<file path="src/rtl/run_sequencer_if.sv">
// Handshake and status bundle between the bench/host side and the run sequencer.
interface run_sequencer_if #(
  parameter int CW = 10
);
  logic          start;
  logic          core_halt;
  logic          host_req;
  logic          core_reset;
  logic          core_en;
  logic          host_gnt;
  logic          mem_sel;
  logic          done;
  logic          timeout;
  logic [CW-1:0] cycle_count;
  logic [7:0]    run_count;

  modport master (
    output start, core_halt, host_req,
    input  core_reset, core_en, host_gnt, mem_sel, done, timeout, cycle_count, run_count
  );

  modport slave (
    input  start, core_halt, host_req,
    output core_reset, core_en, host_gnt, mem_sel, done, timeout, cycle_count, run_count
  );
endinterface

</file>
<file path="src/rtl/run_sequencer.sv">
// Run controller for the single-cycle core: launch on start falling edge, hold the core
// in reset, run it under a cycle watchdog, and arbitrate the data-memory port for the host.
module run_sequencer #(
  parameter int HOLD_CYCLES = 2,
  parameter int WATCHDOG    = 1000,
  parameter int CW          = 10
) (
  input logic            clk,
  input logic            reset,
  run_sequencer_if.slave bus
);

  localparam logic [1:0] IDLE = 2'd0;
  localparam logic [1:0] HOLD = 2'd1;
  localparam logic [1:0] RUN  = 2'd2;
  localparam logic [1:0] DONE = 2'd3;

  localparam int            HW        = (HOLD_CYCLES > 1) ? $clog2(HOLD_CYCLES) : 1;
  localparam logic [HW-1:0] HOLD_LAST = HW'(HOLD_CYCLES - 1);
  localparam logic [CW-1:0] WD_LIMIT  = CW'(WATCHDOG);

  logic [1:0]    state;
  logic          start_q;
  logic          pending;
  logic [HW-1:0] hold_cnt;
  logic          core_reset;
  logic          core_en;
  logic          host_gnt;
  logic          done;
  logic          timeout;
  logic [CW-1:0] cycle_count;
  logic [7:0]    run_count;

  logic          launch_edge;
  logic          can_launch;
  logic [CW-1:0] count_inc;

  assign launch_edge = start_q & ~bus.start;
  assign can_launch  = ((state == IDLE) || (state == DONE)) && pending && !host_gnt;
  assign count_inc   = cycle_count + CW'(1);

  always_ff @(posedge clk) begin
    if (reset) begin
      state       <= IDLE;
      start_q     <= 1'b0;
      pending     <= 1'b0;
      hold_cnt    <= '0;
      core_reset  <= 1'b1;
      core_en     <= 1'b0;
      host_gnt    <= 1'b0;
      done        <= 1'b0;
      timeout     <= 1'b0;
      cycle_count <= '0;
      run_count   <= '0;
    end else begin
      start_q <= bus.start;
      case (state)
        IDLE, DONE: begin
          if (can_launch) begin
            state       <= HOLD;
            pending     <= 1'b0;
            done        <= 1'b0;
            timeout     <= 1'b0;
            cycle_count <= '0;
            hold_cnt    <= '0;
            core_reset  <= 1'b1;
            core_en     <= 1'b0;
          end else begin
            if (launch_edge) pending <= 1'b1;
            // A pending launch blocks new grants but lets an existing one run out.
            host_gnt <= bus.host_req && (host_gnt || !pending);
          end
        end

        HOLD: begin
          if (hold_cnt == HOLD_LAST) begin
            state      <= RUN;
            core_reset <= 1'b0;
            core_en    <= 1'b1;
          end else begin
            hold_cnt <= hold_cnt + HW'(1);
          end
        end

        RUN: begin
          cycle_count <= count_inc;
          // Halt takes priority over the watchdog when both land on the same cycle.
          if (bus.core_halt || (count_inc == WD_LIMIT)) begin
            state     <= DONE;
            core_en   <= 1'b0;
            done      <= 1'b1;
            timeout   <= !bus.core_halt;
            run_count <= run_count + 8'd1;
          end
        end

        default: state <= IDLE;
      endcase
    end
  end

  assign bus.core_reset  = core_reset;
  assign bus.core_en     = core_en;
  assign bus.host_gnt    = host_gnt;
  assign bus.mem_sel     = host_gnt;
  assign bus.done        = done;
  assign bus.timeout     = timeout;
  assign bus.cycle_count = cycle_count;
  assign bus.run_count   = run_count;

endmodule

</file>
<file path="src/flat_wrapper.sv">
// flat-port wrapper written by rule: the top's interface ports become plain ports
module run_sequencer_flat 
#(
  parameter int HOLD_CYCLES = 2,
  parameter int WATCHDOG    = 1000,
  parameter int CW          = 10
)
  (clk, reset, bus_start, bus_core_halt, bus_host_req, bus_core_reset, bus_core_en, bus_host_gnt, bus_mem_sel, bus_done, bus_timeout, bus_cycle_count, bus_run_count);
  run_sequencer_if #(.CW(CW)) bus_i ();
  input logic clk;
  input logic reset;
  input wire logic [$bits(bus_i.start)-1:0] bus_start;
  input wire logic [$bits(bus_i.core_halt)-1:0] bus_core_halt;
  input wire logic [$bits(bus_i.host_req)-1:0] bus_host_req;
  output wire logic [$bits(bus_i.core_reset)-1:0] bus_core_reset;
  output wire logic [$bits(bus_i.core_en)-1:0] bus_core_en;
  output wire logic [$bits(bus_i.host_gnt)-1:0] bus_host_gnt;
  output wire logic [$bits(bus_i.mem_sel)-1:0] bus_mem_sel;
  output wire logic [$bits(bus_i.done)-1:0] bus_done;
  output wire logic [$bits(bus_i.timeout)-1:0] bus_timeout;
  output wire logic [$bits(bus_i.cycle_count)-1:0] bus_cycle_count;
  output wire logic [$bits(bus_i.run_count)-1:0] bus_run_count;
  assign bus_i.start = bus_start;
  assign bus_i.core_halt = bus_core_halt;
  assign bus_i.host_req = bus_host_req;
  assign bus_core_reset = bus_i.core_reset;
  assign bus_core_en = bus_i.core_en;
  assign bus_host_gnt = bus_i.host_gnt;
  assign bus_mem_sel = bus_i.mem_sel;
  assign bus_done = bus_i.done;
  assign bus_timeout = bus_i.timeout;
  assign bus_cycle_count = bus_i.cycle_count;
  assign bus_run_count = bus_i.run_count;
  run_sequencer #(.HOLD_CYCLES(HOLD_CYCLES), .WATCHDOG(WATCHDOG), .CW(CW)) u_core (.clk(clk), .reset(reset), .bus(bus_i));
endmodule
</file>
<file path="config.mk">
export PLATFORM = sky130hd
export DESIGN_NAME = run_sequencer_flat
export DESIGN_NICKNAME = d
export VERILOG_FILES = /design/src/rtl/run_sequencer_if.sv /design/src/rtl/run_sequencer.sv /design/src/flat_wrapper.sv
export SDC_FILE = /design/constraint.sdc
export NUM_CORES = 1
export LEC_CHECK = 0
export ABC_CLOCK_PERIOD_IN_PS = 2300
export BUFFER_PORTS_ARGS = -buffer_cell sky130_fd_sc_hd__buf_2
export CORE_ASPECT_RATIO = 1.5
export CORE_MARGIN = 2
export CORE_UTILIZATION = 28
export DETAILED_ROUTE_END_ITERATION = 8
export SYNTH_ARGS = -nofsm -noshare
export SYNTH_HDL_FRONTEND = slang
export SYNTH_SLANG_ARGS = --single-unit
</file>
<file path="constraint.sdc">
create_clock -name clk -period 2.3 [get_ports clk]
set_clock_uncertainty 0.1 [all_clocks]
set_input_delay 0 -clock clk [delete_from_list [all_inputs] [get_ports clk]]
set_output_delay 0 -clock clk [all_outputs]
set_load 0.03 [all_outputs]
</file>
==> results by group, run 1 <==
Outcome
  • Status: complete, but fails checks
  • Violations in the final reports: setup timing

Setup path
  • Critical Path Max Stage Delay: 0.49 ns
  • Arrival time worst endpoint: 2.45 ns
  • CP delay by family, top: simple AND/OR/NAND/NOR gates
  • Max FO, Critical Path: 7
  • Worst Setup Start Kind: register
  • Worst setup EP type: register
  • CP max-delay cell: or4_4
  • Crit path kind: register to register
  • CP bufs+invs: 1
  • CP cell instances: and4_4 > and4_4 > or4_4 > a211o_4 > buf_6 > or3_1 > a21oi_1
  • Critical Path Most Common Cell: and4_4
  • Crit path required time: 2.42 ns

Yosys
  • Seq cells post-synth: 28
  • Most frequent cell after synthesis: dfxtp_1
  • Post-synth top flop: dfxtp_1
  • Synth Area in Simple Gates: 0.2457
  • Avg Cell Area, Syn: 8.085 sq um
  • Cell Area, Synth: between 1000 and 1500 sq um
  • Post-synth EDFFs: 0
  • Post-synth top area cell: dfxtp_1
  • Post-Syn Instances: between 150 and 200
  • Adder-cell share of the synthesized area: 0.04252
  • Yosys warns: 0
  • Synth Net Count: roughly 190
  • Library cells used by synthesis: 41
  • Most frequent cells after synthesis: dfxtp_1, nor2_1, a21oi_1
  • Sequential share of the synthesized area: 0.3810
  • Ys async rst share: 0
  • Share of the synthesized area in the top cell type: 0.3810
  • Synth area leaders: dfxtp_1, nor2_1, a21oi_1
  • Synth Area in XOR/XNOR: 0.005952
  • Mux share of post-synthesis cell area: 0.03571
  • Compound-Gate Fraction of Synth Area: 0.2236
  • Largest family of logic cells by synthesized area: simple AND/OR/NAND/NOR gates

Clock tree
  • Clk Tree Root Cell: clkbuf_8
  • Htree depth: 1
  • CTS max path bufs: 2
  • CTS tree: yes
  • Total CTS buffers: 3
  • Clock transition at the registers of the reported paths: 0.10 ns
  • Clock sink count: 28
  • Clock latency on the worst-skew pair: 0.28 ns

STA
  • Final worst path period need: 2.330 ns
  • Worst setup margin: -0.02950 ns
  • Max Freq: 0.4293 GHz
  • Final setup violating endpoints: 4
  • Max_slew headroom: 0.6150
  • Tcrit/Tclk final: 1.013
  • Max-slew violations: 0
  • Worst-Margin Slew: around 0.58 ns
  • Final setup TNS: -0.08627 ns
  • Hold Violations, Final: 0
  • RSZ-0062 raised after global routing: yes

Floorplanning
  • Rows: 32
  • Core Footprint: 5125 sq um
  • Starting Density: 0.2871
  • Die Wd: around 63 um
  • Number of I/O pins: 29
  • Die Y: roughly 93 um
  • Die area: between 5000 and 6000 sq um

Power
  • Power Total: roughly 1.3 mW
  • Leakage: 0.8377 nW
  • Worst vdd ir: 0.4397 mV
  • PwrDens: 639.7 nW/um^2

Cells and area
  • Finished Cell Area: 2085 sq um
  • Antenna Cells: 0
  • Nets@finish: 247
  • Layout Cells excl Fill: ~300
  • Fillcell total: 569
  • Synth-to-Final Area Change: 41.67%
  • Share of cells above drive strength 1: 0.3856

Global route
  • Vias in the first global route: 1410
  • Initial antenna violation count: 0
  • Pin count of the biggest net entering global routing: 31
  • First-pass GRT wire length: 6.389 mm
  • GRT Total Usage: 0.1349
  • Grt ovf: 0

Detailed routing
  • Antenna-violating nets left: 0
  • DRC viols: 0
  • Wire per inst: 12.67 um
  • Vias: 1509
  • Vias per Instance: 4.964
  • Initial DRC count: 53
  • Post-Route WL: 3.853 mm
  • Initial DRT Pass Iterations: 4

Placement
  • IO Port Bufs: 28
  • Post-DP Area: 1896 sq um
  • HPWL Detailed: between 2 and 3 mm
  • GP Congestion: 0.8027
  • Post-Place Cells: 294

Run
  • Max-cap violations: 0

Worst hold path
  • Worst min path class: input port to register
metal layers:
| layer | track usage | vias up | routed length, um |
|---|---|---|---|
| li1 | - | 776 | - |
| met1 | 0.1624 | 694 | 1743 |
| met2 | 0.2323 | 31 | 1917 |
| met3 | 0.01580 | 8 | 107 |
| met4 | 0.07246 | 0 | 84 |
| met5 | 0 | - | 0 |
logic make-up (layout without fill, tap and decap cells):
group | count (synthesis) | after routing
and+or+nand+nor | 70 | 70
AOI/OAI and AO/OA | 51 | 51
DFF | 28 | 28
buffers and inverters | 22 | 76
adders and majority gates | 5 | 5
muxes | 5 | 5
xor gates and xnor gates | 1 | 1
sequential cells by signal (all words and copies together) (netlist names):
signal / flops
u_core.bus.core_en: 1
u_core.pending: 1
u_core.bus.host_gnt: 1
u_core.bus.done: 1
u_core.start_q: 1
u_core.bus.run_count: 8
u_core.bus.timeout: 1
u_core.state: 2
u_core.bus.core_reset: 1
u_core.bus.cycle_count: 10
u_core.hold_cnt: 1
cell type report:
type / count / area [sq um] / share of cell area
Multi-Input combinational cell: 132 / 933.4 / 0.4478
Sequential cell: 28 / 586.8 / 0.2815
Clock buffer: 4 / 45.04 / 0.02161
Timing Repair Buffer: 60 / 389.1 / 0.1867
Inverter: 12 / 45.04 / 0.02161
Tap cell: 68 / 85.08 / 0.04082
placed cells by master, fill, tap and decap left out, drive strengths merged, types with 3 or more instances in the layout:
cell type  count
inv           12
nor3           3
dfxtp         28
mux2i          3
nand4          5
clkbuf         4
nand2         12
buf           58
a21oi         17
a311oi         8
nand3          6
a211oi         4
ha             5
or3            3
o21ai         11
nor2          23
per-stage QoR:
step	hold WS [ns]	utilization	setup slack, ns
after floorplan	0.03463	-	-0.09025
after global placement	0.1296	0.3699	-0.02616
after detailed placement	0.1343	0.3699	-0.07713
after CTS	0.01198	0.3970	-0.04095
after global routing	0.04243	0.4067	-0.09196
final	0.02338	0.4067	-0.02950
power by group:
part	switching [mW]	internal, mW
clock network	0.160	0.125
logic	0.308	0.193
registers	0.0316	0.516
total	0.499	0.834
worst register-to-register path, stage by stage (launching register included):
cell,delay [ns]
dfxtp_2,0.35
and4_4,0.20
and4_4,0.17
or4_4,0.49
a211o_4,0.38
buf_6,0.14
or3_1,0.30
a21oi_1,0.13
path summary, 6_finish.rpt:
kind,start,to,slack [ns],depth (start not counted)
max,u_core.bus.cycle_count[6],u_core.bus.run_count[3],-0.03,7
min,bus_core_halt,u_core.bus.done,0.02,3
max reg2reg,u_core.bus.cycle_count[6],u_core.bus.run_count[3],-0.03,7
min reg2reg,u_core.bus.done,u_core.bus.done,0.37,2
repair_timing:
item / CTS / global route
hold buffers: 2 / 0
endpoints found under the setup margin: 8 / 11
gates resized for setup: 7 / 12
hold endpoints to repair: 3 / 0
setup buffers: 4 / 0
pin swaps: 3 / 5
No activity file was read; power rests on OpenSTA's default activity.
==> inputs of run 2 (changes only) <==
- ABC_CLOCK_PERIOD_IN_PS: 2300 -> 2390
- clock period: 2.3 -> 2.39 ns (I/O delays scaled with it)
==> run 2 against run 1 <==
The run now ends clean. Sequential share of layout area up 0.50 points. Power down 0.67%. Final cell count down 0.33%. Via count up 1.5%.
==> results by group, run 2 (same netlist as run 1, synthesis figures left out) <==
Global route
  • Pin count of the biggest net entering global routing: 31
  • First-pass GRT wire length: just over 6 mm
  • Initial antenna violation count: 0
  • Grt ovf: 0
  • GRT Total Usage: 0.1317
  • Vias in the first global route: between 1000 and 1500

Power
  • Logic gate share of total power: 0.378
  • Clock Power Share: 0.226
  • Reg power frac: 0.397
  • Power Total: approximately 1.3 mW
  • Switching Share: 0.3666
  • Pint: 839.0 uW
  • Leakage: 0.8402 nW
  • Worst vdd ir: 0.4547 mV
  • PwrDens: 644.0 nW/um^2
  • Switching pwr: 485.6 uW

Outcome
  • Status: finished clean

Worst hold path
  • Hold Crit Endpoint: u_core.bus.done
  • Hold Crit Start: bus_core_halt
  • Worst min path class: input port to register
  • Hold depth: 3

Placement
  • Post-DP Area: 1869 sq um
  • HPWL Detailed: 2.849 mm
  • IO Port Bufs: 28
  • Post-Place Cells: 291
  • GP Congestion: between 0.8 and 0.9
  • Pre-CTS WS: -0.04354 ns

Detailed routing
  • Antenna-violating nets left: 0
  • Vias per Instance: 5.053
  • Vias: about 1500
  • Initial DRC count: 39
  • Wire per inst: ~13 um
  • DRC viols: 0
  • Post-Route WL: 3.955 mm
  • Initial DRT Pass Iterations: 5

STA
  • RSZ-0062 raised after global routing: yes
  • Worst setup margin: just under 0.02 ns
  • Worst-Margin Slew: about 0.53 ns
  • Hold Violations, Final: 0
  • Max-slew violations: 0
  • Tcrit/Tclk final: 0.9918
  • Final setup violating endpoints: 0
  • Max Freq: 0.4219 GHz
  • Final worst path period need: 2.370 ns
  • Max_slew headroom: 0.6368
  • Hold Slack: between 0.02 and 0.025 ns

Cells and area
  • Layout Cells excl Fill: 303
  • Fillcell total: 572
  • Antenna Cells: 0
  • Nets@finish: ~250
  • Area of the multi-input gates: 900.9 sq um
  • Largest regs: u_core.bus.cycle_count (10), u_core.bus.run_count (8), u_core.state (2)
  • Synth-to-Final Area Change: 39.80%
  • Finished Cell Area: 2057 sq um
  • Register with the most flip-flops: u_core.bus.cycle_count
  • Commonest cells after routing, fill and taps aside: buf_2, buf_4, nor2_1
  • Share of cells above drive strength 1: 0.3745
  • Max reg flops: 10
  • Register Area: 589.3 sq um

Floorplanning
  • Core Footprint: 5125 sq um
  • Number of I/O pins: 29
  • Die Wd: between 60 and 70 um
  • Die Y: 92.79 um
  • Rows: 32
  • Starting Density: 0.2871
  • Die area: about 5900 sq um

Setup path
  • Critical Path Most Common Cell: and4_4
  • Critical Path Max Stage Delay: 0.49 ns
  • Worst setup EP type: register
  • CP max-delay cell: or4_4
  • Arrival time worst endpoint: 2.48 ns
  • R2r endpoint: u_core.bus.run_count[4]
  • Crit path required time: between 2 and 3 ns
  • Crit path kind: register to register
  • R2R cell count: 7
  • Worst Setup Start Kind: register
  • Reg2Reg Setup Slack: 0.02 ns
  • Max FO, Critical Path: 7
  • CP cell instances: and4_4 > and4_4 > or4_4 > a211o_4 > buf_6 > or3_1 > a21oi_1
  • Reg2reg start: u_core.bus.cycle_count[6]

Clock tree
  • CTS tree: yes
  • Clock latency on the worst-skew pair: 0.27 ns
  • Total CTS buffers: 3
  • Clock sink count: 28
  • CTS max path bufs: 2
  • Clock transition at the registers of the reported paths: 0.10 ns
  • Htree depth: 1
  • Clk Tree Root Cell: clkbuf_8

Run
  • Max-cap violations: 0
run 2: metal layers:
metal | GRT usage | up-vias | part of all wire
met5 | 0 | - | 0
met4 | 0.06522 | 0 | 0.017
met3 | 0.01823 | 4 | 0.029
met2 | 0.2411 | 34 | 0.53
met1 | 0.1470 | 724 | 0.43
li1 | - | 769 | -
run 2: through the flow:
stage	util	setup TNS, ns
final	0.4014	0
after global routing	0.4014	-0.1187
after global placement	0.3647	-0.005876
after floorplan	-	-0.02436
after detailed placement	0.3647	-0.08032
after CTS	0.3848	0
run 2: worst max-delay path by stage:
stage                              startpoint  cells past startpoint                       to
floorplan           u_core.bus.cycle_count[3]                      8  u_core.bus.run_count[5]
CTS                 u_core.bus.cycle_count[3]                      7  u_core.bus.run_count[3]
finish              u_core.bus.cycle_count[6]                      7  u_core.bus.run_count[4]
detailed placement  u_core.bus.cycle_count[1]                      8  u_core.bus.run_count[4]
global placement    u_core.bus.cycle_count[1]                      8  u_core.bus.run_count[4]
global route        u_core.bus.cycle_count[6]                      7  u_core.bus.run_count[4]
run 2: final cells by class:
cell class	instances	area share
Multi-Input combinational cell	132	0.4380
Sequential cell	28	0.2865
Timing Repair Buffer	59	0.1855
Tap cell	68	0.04136
Clock buffer	4	0.02676
Inverter	12	0.02190
run 2: power groups by stage:
stage	Sequential (mW)	Clock (mW)	Combinational, mW
finish	0.525	0.299	0.500
global route	0.531	0.321	0.550
CTS	0.527	0.311	0.466
detailed placement	0.536	0	0.456
global placement	0.535	0	0.451
floorplan	0.570	0	0.267
run 2: worst max-delay path: cells and delay by family (launching register included):
family                 cells  cell delay [ns]
AO/OA/AOI/OAI              2             0.50
AND/OR/NAND/NOR            4             1.21
buffers and inverters      1             0.14
flip-flops                 1             0.35
run 2: what timing repair did:
item / in CTS / in global routing
setup buffers: 0 / 6
gates cloned: 0 / 0
hold buffers: 2 / 0
hold endpoints to repair: 3 / 0
gates resized for setup: 4 / 10
setup endpoints to repair: 3 / 8
pin swaps: 2 / 7
